### src/rtl/apb_regfile.sv
// apb_regfile: APB4 slave control/status register bank.
//
// Provides NUM_REGS registers of DATA_W bits. RW registers take byte-strobed
// writes from the bus. RO registers are not stored; they are read from status_in.
// Every access phase has WAIT_CYCLES pready-low cycles and then a single
// registered response cycle.
//
// Ports
//   pclk, preset_n       clock, synchronous active-low reset
//   psel/penable/pwrite  APB control
//   paddr                register word index
//   pwdata/pstrb         write data and byte-lane strobes
//   prdata/pready/pslverr  registered response, non-zero only in RESP
//   reg_out              flattened RW contents (RO slots drive 0)
//   status_in            flattened status values (only RO slots used)

// Per-register slice. A RW slot holds a byte-strobed flop. A RO slot passes status through.
module apb_regfile_reg #(
  parameter int DATA_W = 32,
  parameter bit RO     = 1'b0
) (
  input  logic              pclk,
  input  logic              preset_n,
  input  logic              we,
  input  logic [DATA_W/8-1:0] wstrb,
  input  logic [DATA_W-1:0] wdata,
  input  logic [DATA_W-1:0] status,
  output logic [DATA_W-1:0] rd_val,
  output logic [DATA_W-1:0] reg_out
);
  if (RO) begin : g_ro
    logic unused_rw;
    assign unused_rw = ^{pclk, preset_n, we, wstrb, wdata};
    assign rd_val    = status;
    assign reg_out   = '0;
  end else begin : g_rw
    logic [DATA_W-1:0] data_q, data_d;
    logic unused_st;
    assign unused_st = ^status;

    always_comb begin
      data_d = data_q;
      if (we) begin
        for (int b = 0; b < DATA_W/8; b++)
          if (wstrb[b]) data_d[b*8 +: 8] = wdata[b*8 +: 8];
      end
    end

    always_ff @(posedge pclk) begin
      if (!preset_n) data_q <= '0;
      else           data_q <= data_d;
    end

    assign rd_val  = data_q;
    assign reg_out = data_q;
  end
endmodule

module apb_regfile #(
  parameter int                  DATA_W      = 32,
  parameter int                  ADDR_W      = 8,
  parameter int                  NUM_REGS    = 8,
  parameter int                  WAIT_CYCLES = 0,
  parameter logic [NUM_REGS-1:0] RO_MASK     = '0
) (
  input  logic                         pclk,
  input  logic                         preset_n,
  input  logic                         psel,
  input  logic                         penable,
  input  logic                         pwrite,
  input  logic [ADDR_W-1:0]            paddr,
  input  logic [DATA_W-1:0]            pwdata,
  input  logic [DATA_W/8-1:0]          pstrb,
  output logic [DATA_W-1:0]            prdata,
  output logic                         pready,
  output logic                         pslverr,
  output logic [NUM_REGS*DATA_W-1:0]   reg_out,
  input  logic [NUM_REGS*DATA_W-1:0]   status_in
);
  typedef enum logic [1:0] {IDLE, WAIT, RESP} state_e;

  localparam logic [3:0] CNT_INIT = (WAIT_CYCLES > 0) ? 4'(WAIT_CYCLES - 1) : 4'd0;

  state_e            state_q, state_d;
  logic [3:0]        cnt_q, cnt_d;
  logic [DATA_W-1:0] prdata_q, prdata_d;
  logic              pready_q, pready_d;
  logic              pslverr_q, pslverr_d;

  logic [NUM_REGS-1:0][DATA_W-1:0] rd_val;
  logic [NUM_REGS-1:0]             we;
  logic [DATA_W-1:0]               rd_mux;
  logic                            addr_oob, ro_hit, err_c, commit, enter_resp;

  // Address decode is purely combinational on paddr/pwrite.
  assign addr_oob = {1'b0, paddr} >= (ADDR_W+1)'(NUM_REGS);

  always_comb begin
    ro_hit = 1'b0;
    rd_mux = '0;
    for (int i = 0; i < NUM_REGS; i++) begin
      if (paddr == ADDR_W'(i)) begin
        ro_hit = RO_MASK[i];
        rd_mux = rd_val[i];
      end
    end
  end

  assign err_c  = addr_oob | (pwrite & ro_hit);
  // Writes land on the edge leaving RESP; errored writes are dropped.
  assign commit = (state_q == RESP) & psel & penable & pwrite & ~err_c;

  always_comb begin
    state_d = state_q;
    cnt_d   = cnt_q;
    case (state_q)
      IDLE: begin
        if (psel && !penable) begin
          if (WAIT_CYCLES > 0) begin
            state_d = WAIT;
            cnt_d   = CNT_INIT;
          end else begin
            state_d = RESP;
          end
        end
      end
      WAIT: begin
        if (!psel) begin
          state_d = IDLE;
          cnt_d   = 4'd0;
        end else if (cnt_q == 4'd0) begin
          state_d = RESP;
        end else begin
          cnt_d = cnt_q - 4'd1;
        end
      end
      RESP:    state_d = IDLE;
      default: state_d = IDLE;
    endcase
  end

  // Response is captured on the edge entering RESP, so outputs are registered.
  assign enter_resp = (state_d == RESP);

  always_comb begin
    pready_d  = enter_resp;
    pslverr_d = enter_resp & err_c;
    prdata_d  = (enter_resp && !pwrite && !err_c) ? rd_mux : '0;
  end

  always_ff @(posedge pclk) begin
    if (!preset_n) begin
      state_q   <= IDLE;
      cnt_q     <= 4'd0;
      prdata_q  <= '0;
      pready_q  <= 1'b0;
      pslverr_q <= 1'b0;
    end else begin
      state_q   <= state_d;
      cnt_q     <= cnt_d;
      prdata_q  <= prdata_d;
      pready_q  <= pready_d;
      pslverr_q <= pslverr_d;
    end
  end

  assign prdata  = prdata_q;
  assign pready  = pready_q;
  assign pslverr = pslverr_q;

  for (genvar i = 0; i < NUM_REGS; i++) begin : g_reg
    assign we[i] = commit & (paddr == ADDR_W'(i));
    apb_regfile_reg #(
      .DATA_W (DATA_W),
      .RO     (RO_MASK[i])
    ) u_reg (
      .pclk     (pclk),
      .preset_n (preset_n),
      .we       (we[i]),
      .wstrb    (pstrb),
      .wdata    (pwdata),
      .status   (status_in[i*DATA_W +: DATA_W]),
      .rd_val   (rd_val[i]),
      .reg_out  (reg_out[i*DATA_W +: DATA_W])
    );
  end
endmodule

### config.mk
export PLATFORM = sky130hd
export DESIGN_NAME = apb_regfile
export DESIGN_NICKNAME = d
export VERILOG_FILES = /design/src/rtl/apb_regfile.sv
export SDC_FILE = /design/constraint.sdc
export NUM_CORES = 1
export LEC_CHECK = 0
export ABC_CLOCK_PERIOD_IN_PS = 4000
export CAP_MARGIN = 20
export CORE_AREA = 2 2 231 233
export CTS_BUF_LIST = sky130_fd_sc_hd__clkbuf_8
export DETAILED_ROUTE_END_ITERATION = 10
export DIE_AREA = 0 0 233 235
export GPL_TIMING_DRIVEN = 1
export PLACE_DENSITY = 0.5
export SYNTH_ARGS = -nofsm -noshare
export SYNTH_HDL_FRONTEND = slang
export SYNTH_SLANG_ARGS = --single-unit
### constraint.sdc
create_clock -name pclk -period 4 [get_ports pclk]
set_input_delay 1 -clock pclk [delete_from_list [all_inputs] [get_ports pclk]]
set_output_delay 1 -clock pclk [all_outputs]
set_load 0.02 [all_outputs]
After elaboration in Yosys (flattened, before gate mapping):

Index checks and enable logic that the tools add are counted.

* order comparisons: 1
* $add $sub $neg: 1
* mux-type cells: 14
* reduce and logical (&&, ||, !) cells: 43
* equality and inequality tests: 11
* bitwise gates (word level): 14

Operators by type and width (number)
* 32-bit 2-to-1 mux: 8
* 2-bit AND reduction: 34
* 8-bit by 3-bit equality test with 1-bit output, second input constant: 4
* 8-bit by 2-bit equality test with 1-bit output, second input constant: 2
* 1-bit bitwise AND: 13
* 8-bit by 1-bit equality test with 1-bit output, second input constant: 1
* 8-bit by 4-bit >= comparator with 1-bit output, second input constant: 1
* 8-bit logical NOT: 1
* 4-bit 2-to-1 mux: 2
* 2-bit 2-to-1 mux: 3
* 2-bit equality test, second input constant: 2
* 4-bit logical NOT: 1
* 2-bit one-hot mux with 2 select lines: 1
* 4-bit by 1-bit subtractor with 4-bit output, second input constant: 1
* 1-bit logical AND: 3
* 1-bit logical NOT: 3
* 2-bit by 1-bit equality test with 1-bit output, second input constant: 1
* 2-bit logical NOT: 1
* 2-bit != test, second input constant: 1
* 1-bit NOT: 1

* register bits: 296
* output and inout bits: 290
* input port bits: 305

Longest topological paths before layout:

* word-level depth: 9
* gate-level depth with buffers: 8

By module:

Synthesis repeated with hierarchy kept, for this count alone.

* cell total of the unflattened synthesis: 1891
* area, all modules: 17020.1 sq um

Modules (own cells, without submodules)
* apb_regfile_reg: cells an instance 183, instances 8, area an instance 1666.6 sq um
* apb_regfile: cells an instance 427, instances 1, area an instance 3687.3 sq um

Least setup slack after synthesis:

Ideal clock, no wire load.

* path kind: input to register
* from: input paddr[3]
* to: register g_reg[7].u_reg.g_rw.data_q[24]
* buffers on the path: 1
* setup time: 0.072 ns
* data arrival time: 2.596 ns
* stages: 5
* slack: 1.332 ns
* cells stage by stage: nor3_4 > nand3_4 > buf_6 > nor4_4 > mux2i_1

* longest elaborated chain between the ends: 5
* elaborated cells on any way between the ends: 6
* classes of those cells: order compare (1); eq/ne (1); bitwise (3); reduce/logical (1)

RTL lines
* start: declaration: line 71 `input logic [ADDR_W-1:0] paddr,`
* 8-bit by 4-bit >= comparator with 1-bit output: line 96 `assign addr_oob = {1'b0, paddr} >= (ADDR_W+1)'(NUM_REGS);`
* 1-bit NOT: line 111 `assign commit = (state_q == RESP) & psel & penable & pwrite & ~err_c;`
* 1-bit bitwise AND: line 111
* 1-bit bitwise AND (*): line 172 `assign we[i] = commit & (paddr == ADDR_W'(i));`
* 2-bit AND reduction (no line) (*)
* end signal: assignment: line 51 `else data_q <= data_d;`
* end: declaration: line 37 `logic [DATA_W-1:0] data_q, data_d;`

Mark *: on every way between the ends. The rest lies on a longest branch, timed or not.
A chain may end at the register's enable or synchronous reset.

Worst setup path in the final report:

* from: input paddr[3]
* to: register prdata_q[2] (netlist: prdata[2])

* longest elaborated chain between the ends: 9
* elaborated cells on any way between the ends: 20
* classes of those cells: order compare (1); eq/ne (7); mux (8); reduce/logical (4)

RTL lines
* 8-bit logical NOT: line 102 `if (paddr == ADDR_W'(i)) begin`
* 32-bit 2-to-1 mux (8 in series): line 102
* end signal: assignment: line 161 `prdata_q <= prdata_d;`
* end: declaration: line 86 `logic [DATA_W-1:0] prdata_q, prdata_d;`

Parallel ways exist; a longest one is shown, timed or not.

==> impl_metrics.json <==
{
  "drc": 0,
  "drive_gt1_share_pct": 13.44,
  "drt_first_pass_iters": 7,
  "finish.cell_count_without_fillers": 2238,
  "clkLatencyLatePin_ps": 630,
  "crit_fanout": 14,
  "design.core.area_um2": 52240,
  "syn_nets": 1465,
  "grt_pass1_vias": 10250,
  "max_slew_margin_pct": 40.18,
  "ant_nets": 0,
  "io_pins": 595,
  "outcome": "complete, no violations",
  "cts_root_buf": "clkbuf_8",
  "drt-total-wl_um": 45130,
  "dp_hpwl_um": 30650,
  "p_leak_nw": 6.015,
  "area_growth_pct": 43.76,
  "viasPerCell": 4.607,
  "fin_hold_ws_ps": 468.3,
  "drv_slew": 0,
  "syn_area_per_cell_um2": 10.49,
  "cts_buffers": 53,
  "path_buf_inv": 1,
  "maxCapViolations": 0,
  "dp.cells": 2150,
  "synth-seq-cells": 296,
  "gp_congestion": 0.7330,
  "worstPathRequired_ps": 4480,
  "synthArstFlopShare_pct": 0,
  "final_util_pct": 33.42,
  "cts.sinks": 296,
  "grt_pass1_wl_um": 66280,
  "ir_worst_vdd_uv": 175.3,
  "start_util_pct": 23.25,
  "post-cts-setup-buffer-count": 0,
  "finalHoldViolCount": 0,
  "synth-edff-count": 0,
  "clk_path_buf_depth": 3,
  "die_y_um": 235,
  "critPathLaunchType": "input port",
  "path_delay_family": "simple AND/OR/NAND/NOR gates",
  "rows": 84,
  "rsz0062_at_grt": "no",
  "hp-class": "reg2reg",
  "vias": 10310,
  "antenna_found_initial": 8,
  "path_class": "in2reg",
  "fin_nets": 1824,
  "clk_pin_slew_ps": 60,
  "dieWidth_um": 233,
  "crit_chain": "clkdlybuf4s50_1 -> nor3_4 -> nand2_1 -> or3b_2 -> a2111oi_0",
  "cts_tree": "yes",
  "period_minus_slack_ps": 2937,
  "startpoint": "paddr[3]",
  "rr_startpoint": "cnt_q[0]$_SDFFE_PN0P_",
  "drt_iter0_markers": 613,
  "ys.flop_type": "dfxtp_1",
  "setup_violations": 0,
  "r2r_slack_ps": 1350,
  "worst-slew-pin-transition_ps": 894.9,
  "grt_max_degree": 115,
  "post_cts_resized": 0,
  "overflow": 0,
  "skew_ps": 25.89,
  "tns_ps": 0,
  "power_density_nw_per_um2": 341.5,
  "wl_per_cell_um": 20.16,
  "die_area_um2": 54760,
  "htreeDepth": 2,
  "netlist_area_um2": 12140,
  "timing.final.crit_share_pct": 73.43,
  "slowest_delay_ps": 780,
  "port-buffer-count": 338,
  "hp-start": "g_reg[1].u_reg.rd_val[18]$_SDFFE_PN0P_",
  "synthCells": 1158,
  "ctsHoldBuffers": 0,
  "yosysSeqAreaShare_pct": 48.80,
  "ys_warn_count": 0,
  "yosysUniqueCellTypes": 42,
  "arrival_ps": 3410,
  "max_freq_ghz": 0.3405,
  "track_usage_pct": 15.99,
  "end_kind": "register",
  "slowest_stage": "or3b_2",
  "nFillCells": 5298
}
-- power breakdown --
part	internal, mW	switching (mW)	total (mW)
combinational	0.0995	0.187	0.286
clock	1.46	1.26	2.72
sequential	2.95	0.00105	2.95
-- worst reg2reg max path, delay by kind of cell, from the launching register on --
family	cells	cell delay, ps
and+or+nand+nor	2	1140
AOI/OAI and AO/OA	2	760
DFF	1	340
adders and majority gates	1	160
buffers and inverters	1	100
-- sequential cells by signal, summed over array words and instances, names as in the netlist --
| name | cells |
|---|---|
| cnt_q | 4 |
| prdata | 32 |
| pslverr | 1 |
| pready | 1 |
| g.u_reg.rd_val | 256 |
| state_q | 2 |
-- path summary, 6_finish.rpt --
| kind | to | depth (start not counted) |
|---|---|---|
| max | prdata[2]$_SDFF_PN0_ | 5 |
| min | g_reg[1].u_reg.rd_val[18]$_SDFFE_PN0P_ | 2 |
| max reg2reg | prdata[2]$_SDFF_PN0_ | 6 |
| min reg2reg | g_reg[1].u_reg.rd_val[18]$_SDFFE_PN0P_ | 2 |
-- synth_stat cells, types with 2 or more instances --
| master | n | share of area (%) |
|---|---|---|
| a2111oi_0 | 4 | 0.29 |
| a211oi_1 | 5 | 0.31 |
| a21boi_0 | 2 | 0.12 |
| and2_1 | 3 | 0.15 |
| buf_1 | 21 | 0.65 |
| buf_2 | 4 | 0.16 |
| clkbuf_1 | 54 | 1.7 |
| dfxtp_1 | 296 | 49 |
| ha_1 | 2 | 0.21 |
| inv_1 | 3 | 0.093 |
| mux2_2 | 10 | 0.93 |
| mux2i_1 | 160 | 13 |
| mux4_2 | 54 | 10 |
| nand2_1 | 165 | 5.1 |
| nand2b_1 | 10 | 0.52 |
| nand3_1 | 129 | 5.3 |
| nand3b_1 | 2 | 0.12 |
| nand4_1 | 17 | 0.88 |
| nor2_1 | 31 | 0.96 |
| nor2b_1 | 7 | 0.36 |
| nor3_4 | 9 | 1.2 |
| nor3b_1 | 6 | 0.37 |
| nor4_4 | 7 | 1.2 |
| nor4bb_1 | 2 | 0.16 |
| o2111a_1 | 2 | 0.19 |
| o21ai_0 | 132 | 5.4 |
| o22ai_1 | 5 | 0.26 |
| or3_1 | 2 | 0.10 |
-- metrics by stage --
step                      cell area, um^2  setup slack, ps  power (mW)
after detailed placement            16460            343.8       3.305
after global placement              16460            401.5       3.302
after floorplan                     12140             1332       3.182
after global routing                17460            879.9       6.223
final                               17460             1063       5.962
after CTS                           17450             1023       6.069
-- cells in the final DEF, fill, tap and decap left out, types with 5 or more instances in the layout --
master and n:
nand4_1 17, mux2i_1 160, o21ai_0 132, o22ai_1 5, nand3_1 129, clkdlybuf4s50_1 334, inv_1 18, nor4_4 7
mux2_2 10, buf_4 44, mux4_2 54, nor2_1 31, dfxtp_1 296, nor3b_1 6, nor2b_1 7, a211oi_1 5
clkbuf_8 66, nand2_1 165, nand2b_1 10, nor3_4 9
-- metal layers --
| layer | up-vias | part of all wire (%) | wire (um) | global-route usage [%] |
|---|---|---|---|---|
| li1 | 4924 | - | - | - |
| met1 | 5007 | 46 | 20550 | 21.27 |
| met2 | 289 | 46 | 20920 | 25.49 |
| met3 | 81 | 5.5 | 2468 | 3.362 |
| met4 | 10 | 2.5 | 1134 | 5.713 |
| met5 | - | 0.13 | 59 | 0 |
-- logic make-up (layout without fill, tap and decap cells) --
family          after synthesis  in the layout  synth area share [%]
flops                       296            296                 48.80
other cells                   0              2                     0
compound gates              153            153                 6.842
simple gates                400            400                 17.35
buf+inv                      83            473                 2.669
mux                         224            224                 24.13
fa+ha+maj                     2              2                0.2060
-- final cells by class --
class | instances | area, um^2 | share of cell area, %
tap | 688 | 860.8 | 4.931
clock inverter | 20 | 87.58 | 0.5017
multi-input combinational | 779 | 5893 | 33.76
clock buffer | 66 | 908.4 | 5.204
antenna | 2 | 5.005 | 0.02867
sequential | 296 | 5926 | 33.95
timing repair buffer | 384 | 3765 | 21.57
inverter | 3 | 11.26 | 0.06451
Note: power is estimated with default switching activity, not from simulation.
